===== src/rtl/next_pc_ctrl.sv =====
// next_pc_ctrl: fetch-side next-PC and redirect controller for the MIPS-Lite pipeline.
//   Holds the architectural PC and selects between the sequential, branch and
//   jump targets. A registered IF/ID flush is issued on every accepted redirect,
//   and the hazard-unit stall freezes both the PC and the FSM.
//
// Ports:
//   clk, rst_n   - rising-edge clock, asynchronous active-low reset
//   stall        - hazard-unit stall; holds pc and FSM state
//   br_taken     - ID-stage comparator result (branch taken)
//   jump         - ID-stage J instruction decoded
//   id_pc_plus4  - PC+4 of the instruction in ID
//   br_offset    - sign-extended 16-bit branch immediate
//   jump_index   - J-format 26-bit target field
//   pc           - registered fetch address
//   pc_plus4     - pc + 4, combinational, wraps modulo 2^PC_W
//   if_flush     - registered IF/ID squash, high while in FLUSH
//   redirect     - registered, high in the cycle pc first shows a redirect target
//
// Optional build macro NEXT_PC_BR_STATS_EN adds saturating 32-bit counters
//   br_count / jmp_count of accepted branch / jump redirects.
module next_pc_ctrl #(
    parameter int              PC_W     = 32,
    parameter logic [PC_W-1:0] RESET_PC = '0
) (
    input  logic            clk,
    input  logic            rst_n,
    input  logic            stall,
    input  logic            br_taken,
    input  logic            jump,
    input  logic [PC_W-1:0] id_pc_plus4,
    input  logic [PC_W-1:0] br_offset,
    input  logic [25:0]     jump_index,
    output logic [PC_W-1:0] pc,
    output logic [PC_W-1:0] pc_plus4,
    output logic            if_flush,
    output logic            redirect
`ifdef NEXT_PC_BR_STATS_EN
    ,
    output logic [31:0]     br_count,
    output logic [31:0]     jmp_count
`endif
);

    typedef enum logic [1:0] {
        BOOT  = 2'd0,
        RUN   = 2'd1,
        FLUSH = 2'd2
    } state_e;

    state_e          state_q, state_d;
    logic [PC_W-1:0] pc_q, pc_d;
    logic            if_flush_q, if_flush_d;
    logic            redirect_q, redirect_d;
    logic [PC_W-1:0] br_target;
    logic [PC_W-1:0] jmp_target;

    // Carries out of the top bit are dropped on purpose (mod 2^PC_W arithmetic).
    assign pc_plus4   = pc_q + PC_W'(4);
    assign br_target  = id_pc_plus4 + (br_offset << 2);
    assign jmp_target = {id_pc_plus4[PC_W-1:28], jump_index, 2'b00};

    always_comb begin
        state_d    = state_q;
        pc_d       = pc_q;
        redirect_d = 1'b0;
        case (state_q)
            // One dead cycle after reset release: pc stays at RESET_PC.
            BOOT: state_d = RUN;
            RUN: begin
                if (!stall) begin
                    if (br_taken) begin
                        pc_d       = br_target;
                        redirect_d = 1'b1;
                        state_d    = FLUSH;
                    end else if (jump) begin
                        pc_d       = jmp_target;
                        redirect_d = 1'b1;
                        state_d    = FLUSH;
                    end else begin
                        pc_d = pc_plus4;
                    end
                end
            end
            // ID holds the squashed wrong-path instruction: its br_taken/jump
            // are meaningless and must not start a second redirect.
            FLUSH: begin
                if (!stall) begin
                    pc_d    = pc_plus4;
                    state_d = RUN;
                end
            end
            default: state_d = BOOT;
        endcase
        // Flush tracks FLUSH residency, so a stall in FLUSH stretches it.
        if_flush_d = (state_d == FLUSH);
    end

    always_ff @(posedge clk or negedge rst_n) begin
        if (!rst_n) begin
            state_q    <= BOOT;
            pc_q       <= RESET_PC;
            if_flush_q <= 1'b0;
            redirect_q <= 1'b0;
        end else begin
            state_q    <= state_d;
            pc_q       <= pc_d;
            if_flush_q <= if_flush_d;
            redirect_q <= redirect_d;
        end
    end

    assign pc       = pc_q;
    assign if_flush = if_flush_q;
    assign redirect = redirect_q;

`ifdef NEXT_PC_BR_STATS_EN
    logic        br_acc, jmp_acc;
    logic [31:0] br_count_q, br_count_d;
    logic [31:0] jmp_count_q, jmp_count_d;

    // Same acceptance conditions as the RUN-state redirect decode above.
    assign br_acc  = (state_q == RUN) && !stall && br_taken;
    assign jmp_acc = (state_q == RUN) && !stall && !br_taken && jump;

    always_comb begin
        br_count_d  = br_count_q;
        jmp_count_d = jmp_count_q;
        if (br_acc && (br_count_q != 32'hFFFF_FFFF))
            br_count_d = br_count_q + 32'd1;
        if (jmp_acc && (jmp_count_q != 32'hFFFF_FFFF))
            jmp_count_d = jmp_count_q + 32'd1;
    end

    always_ff @(posedge clk or negedge rst_n) begin
        if (!rst_n) begin
            br_count_q  <= '0;
            jmp_count_q <= '0;
        end else begin
            br_count_q  <= br_count_d;
            jmp_count_q <= jmp_count_d;
        end
    end

    assign br_count  = br_count_q;
    assign jmp_count = jmp_count_q;
`else
    // Redirect statistics counters are not built.
`endif

endmodule


===== config.mk =====
export PLATFORM = sky130hd
export DESIGN_NAME = next_pc_ctrl
export DESIGN_NICKNAME = d
export VERILOG_FILES = /design/src/rtl/next_pc_ctrl.sv
export SDC_FILE = /design/constraint.sdc
export NUM_CORES = 1
export LEC_CHECK = 0
export CAP_MARGIN = 10
export CORE_MARGIN = 2
export CORE_UTILIZATION = 25
export CTS_CLUSTER_SIZE = 30
export DETAILED_ROUTE_END_ITERATION = 10
export HOLD_SLACK_MARGIN = 0.02
export REMOVE_ABC_BUFFERS = 1
export SYNTH_ARGS = -nofsm -noshare
export SYNTH_HDL_FRONTEND = slang
export SYNTH_SLANG_ARGS = --single-unit

===== constraint.sdc =====
create_clock -name clk -period 2.5 [get_ports clk]
set_clock_uncertainty 0.05 [all_clocks]
set_input_delay 0.25 -clock clk [delete_from_list [all_inputs] [get_ports clk]]
set_output_delay 0.25 -clock clk [all_outputs]
set_load 0.005 [all_outputs]

### After elaboration in Yosys (flattened, before gate mapping)

Cells that the tools add are included.

* output and inout port bits: 66
* bits in registers: 36
* logic and storage cells: 28
* input port bits: 95

* reductions and logical operators: 3
* equal/unequal tests: 5
* $add $sub $neg: 2
* muxes and demuxes: 14

Operators by type and width (number)
* 32-bit two-way mux: 4
* 32-bit one-hot mux with 2 select lines: 1
* 32-bit by 3-bit adder with 32-bit output, second input constant: 1
* 32-bit adder: 1
* 2-bit two-way mux: 4
* 2-bit one-hot mux with 3 select lines: 1
* 2-bit == test, second input constant: 2
* 1-bit two-way mux: 4
* 2-bit != test, second input constant: 2
* 3-bit AND reduction: 1
* 2-bit by 1-bit == test with 1-bit output, second input constant: 1
* 2-bit logical NOT: 1
* 2-bit nonzero test: 1

### Depth between registers and ports, before layout

* depth in word-level cells: 5
* depth in mapped cells: 9
* depth with buffers taken out: 9

### Worst setup path before layout

No wires, ideal clock.

* kind: input to register
* start: input port id_pc_plus4[2]
* end: register pc_q[26], in the netlist pc[26]
* slack: 80 ps
* arrival time: 2259 ps
* stages: 9
* path buffers: 0
* setup time: 111 ps
* required time: 2339 ps
* cell sequence: ha_1 > fa_1 > a211oi_1 > o211a_1 > o31ai_4 > a21oi_2 > o41ai_4 > xnor2_1 > a2111oi_2

* cells in the longest elaborated chain, start to end: 4

RTL lines
* start, declared: RTL line 30 `input logic [PC_W-1:0] id_pc_plus4,`
* 32-bit adder: RTL line 59 `assign br_target = id_pc_plus4 + (br_offset << 2);`
* 32-bit two-way mux: RTL line 71 `if (br_taken) begin`
* 32-bit two-way mux: RTL line 70 `if (!stall) begin`
* 32-bit one-hot mux with 2 select lines: RTL line 66 `case (state_q)`
* end signal, assigned: RTL line 106 `pc_q <= pc_d;`
* end, declared: RTL line 51 `logic [PC_W-1:0] pc_q, pc_d;`

No other way between the ends. The select of a mux whose other input is x is not followed.
A chain may end at the register's enable or synchronous reset.

### Final worst setup path

* start: input port id_pc_plus4[8]
* end: register pc_q[29], in the netlist pc[29]

Same word-level chain as after synthesis.

==> qor.yml <==
clocking:
  htree_num_levels: 2
  cts_root_buf: "clkbuf_16"
  cts_buffers: 5
  clk_pin_slew_ns: 0.06
  clk_latency_ns: 0.28
  cts_buffer_depth: 2
  cts_tree: "yes"
  cts_sinks: 36
place:
  port_buffers: 158
  dp_hpwl_um: 16800
  dp_worst_setup_slack_ns: -0.506
  placed_area_um2: 7520
  gp_congestion: 0.955
global_routing:
  grt_max_degree: 37
  antenna_found_initial: 1
  grt_pass1_wl_um: 31900
  grtUsageTotal_pct: 20.2
  grt_overflow: 0
  grt_pass1_vias: 5891
critical_path:
  endpoint_kind: "register"
  crit_fanout: 5
  required_ns: 2.64
  arrival_ns: 2.58
  start_kind: "primary input"
  crit_type: "in2reg"
  rr_startpoint: "pc[6]"
  r2r-end: "pc[24]"
  worstSetupEndpoint: "pc[29]"
  critical_path.startpoint: "id_pc_plus4[8]"
  reg2reg_depth: 13
  reg2reg_slack_ns: 0.15
min_path:
  hold_path_class: "in2async"
sta:
  worst_pin_slew_ns: 0.886
  setup-tns-final_ns: 0
  fin_ws_ns: 0.0572
  slew-limit-headroom_pct: 40.9
  min_period_ns: 2.44
  hold_slack_ns: 0.0324
  hold_viol_final: 0
  slew_viol_final: 0
  fin_crit_sh_pct: 97.7
  setup_viol_count_final: 0
  fmax_ghz: 0.409
floorplanning:
  core.rowCount: 50
  core-area_um2: 18600
  die_area_um2: 19900
  initial_core_util_pct: 25.2
  dieWidth_um: 141
  ios: 161
  dieHeight_um: 141
power:
  power_density_nw_per_um2: 652
  power_frac_seq_pct: 18.6
  fin_total_pwr_w: 0.00545
  ir_worst_vdd_mv: 0.295
  p_leak_nw: 3.74
  combPwrFrac_pct: 69.5
  net-switching-power_w: 0.00218
  switching_share_pct: 40.1
  power.share.clock_pct: 11.9
  p_int_w: 0.00326
job:
  cap_violations: 0
synthesis:
  ys_types: 73
  syn_inst: 641
  seq_area_frac_synth_pct: 19.2
  syn_area_per_cell_um2: 7.32
  ys_async_sr_fraction_pct: 100
  yosys.area.top_type_share_pct: 19.2
  synth_area_um2: 4690
  yosysWarnings: 0
  ys_seq_elements: 36
  synth_edf_count: 0
  ys_top_cells_by_area: "dfrtp_1, ha_1, a21oi_1, nand2_1, xnor2_1"
  yosys.area.top_type: "dfrtp_1"
  synth_flop_cell: "dfrtp_1"
routing:
  ant_nets: 0
  dr.pass1.iters: 6
  wl_um: 21000
  vias_per_cell: 5.25
  vias: 6121
  drc: 0
  wl_per_cell_um: 18.0
  drt_iter0_markers: 545
final_layout:
  area_growth_pct: 78.0
  nets: 1056
  design_area_um2: 8350
  diodes: 0
  layout-drive-gt1-share_pct: 27.9
run_status:
  outcome: "finished clean"
## metrics by stage
step	cells	utilization [%]
global placement	1139	40.5
floorplan	596	-
detailed placement	1139	40.5
CTS	1160	42.7
global route	1165	44.9
finish	1165	44.9
## logic make-up after synthesis
logic type,share of synthesized area (%)
compound gates,33.7
xor+xnor,8.78
fa+ha+maj,8.43
buf+inv,6.22
flops,19.2
mux,0.240
simple gates,23.4
## Yosys cell counts (all sizes together) (4+ instances only)
cell type,count
nor3,18
dfrtp,36
ha,30
buf,14
a21o,14
and3,16
o22a,4
nand4,16
o31ai,9
o22ai,13
a211oi,7
xnor2,26
o211ai,10
a221o,4
xor2,21
nand3,20
a311oi,4
a22oi,8
a31oi,15
nor4,7
nor2,47
and4,6
nand2b,5
clkbuf,31
nand2,64
inv,25
and2,6
nor2b,5
o211a,5
o21ai,46
a21oi,64
o21bai,5
## power groups by stage
stage          registers, W  clock network, W  logic, W
3_5_place_dp        0.00100                 0   0.00362
4_1_cts            0.000998          0.000654   0.00366
3_3_place_gp       0.000996                 0   0.00361
2_1_floorplan       0.00118                 0   0.00121
5_1_grt             0.00103          0.000674   0.00406
6_report            0.00101          0.000648   0.00379
## cells in the final DEF (no fill, tap or decap), drive strengths merged, types with 3 or more instances in the layout
cell type and instances:
buf 170, clkdlybuf4s50 118, nand2 64, a21oi 64
nor2 47, o21ai 46, dfrtp 36, ha 30
xnor2 26, inv 25, dlymetal6s2s 23, xor2 21
nand3 20, nor3 18, nand4 16, dlygate4sd2 16
and3 16, a31oi 15, a21o 14, o22ai 13
o211ai 10, o31ai 9, a22oi 8, clkbuf 8
a211oi 7, nor4 7, and2 6, and4 6
nand2b 5, nor2b 5, o21bai 5, o211a 5
a221o 4, a311oi 4, o22a 4, o21a 3
o221ai 3
## routing by layer
metal	part of all wire, %	wire length [µm]	GRT usage [%]
met2	47	9950	33.7
met3	6.1	1290	2.31
met1	44	9150	27.0
met5	0.052	11	0
met4	2.9	618	7.00
## how the worst min path moves through the flow
stage / start / slack [ns] / end / cells past startpoint
6_report: rst_n / 0.03 / pc[6] / 1
5_1_grt: rst_n / 0.10 / pc[6] / 1
4_1_cts: rst_n / 0.06 / pc[9] / 1
3_5_place_dp: rst_n / 0.37 / pc[6] / 1
3_3_place_gp: rst_n / 0.37 / pc[6] / 1
2_1_floorplan: rst_n / -0.1 / if_flush / 0
## flip-flops by register name (all words and copies together) (netlist names)
name and flops:
redirect 1, pc 32, state_q 2, if_flush 1
## worst max-delay path, stage by stage
cell	delay, ns
clkdlybuf4s50_1	0.52
ha_4	0.23
a21o_1	0.21
o21ai_2	0.21
nor2_4	0.06
a31oi_4	0.20
or4b_4	0.50
and3_1	0.18
o31ai_1	0.21
## what timing repair did
action	4_1_cts	5_1_grt
endpoints found under the setup margin	26	16
resized for setup	59	73
buffers inserted	13	5
pin swaps	24	23
gates cloned	0	0
hold buffers	0	0
## final cells by class
cell class,instances,area (µm²)
Tap cell,234,293
Clock buffer,8,146
Timing Repair Buffer,327,2920
Inverter,25,93.8
Fill cell,1815,10200
Multi-Input combinational cell,535,4000
Sequential cell,36,901
Power figures use the tool's default switching activity.
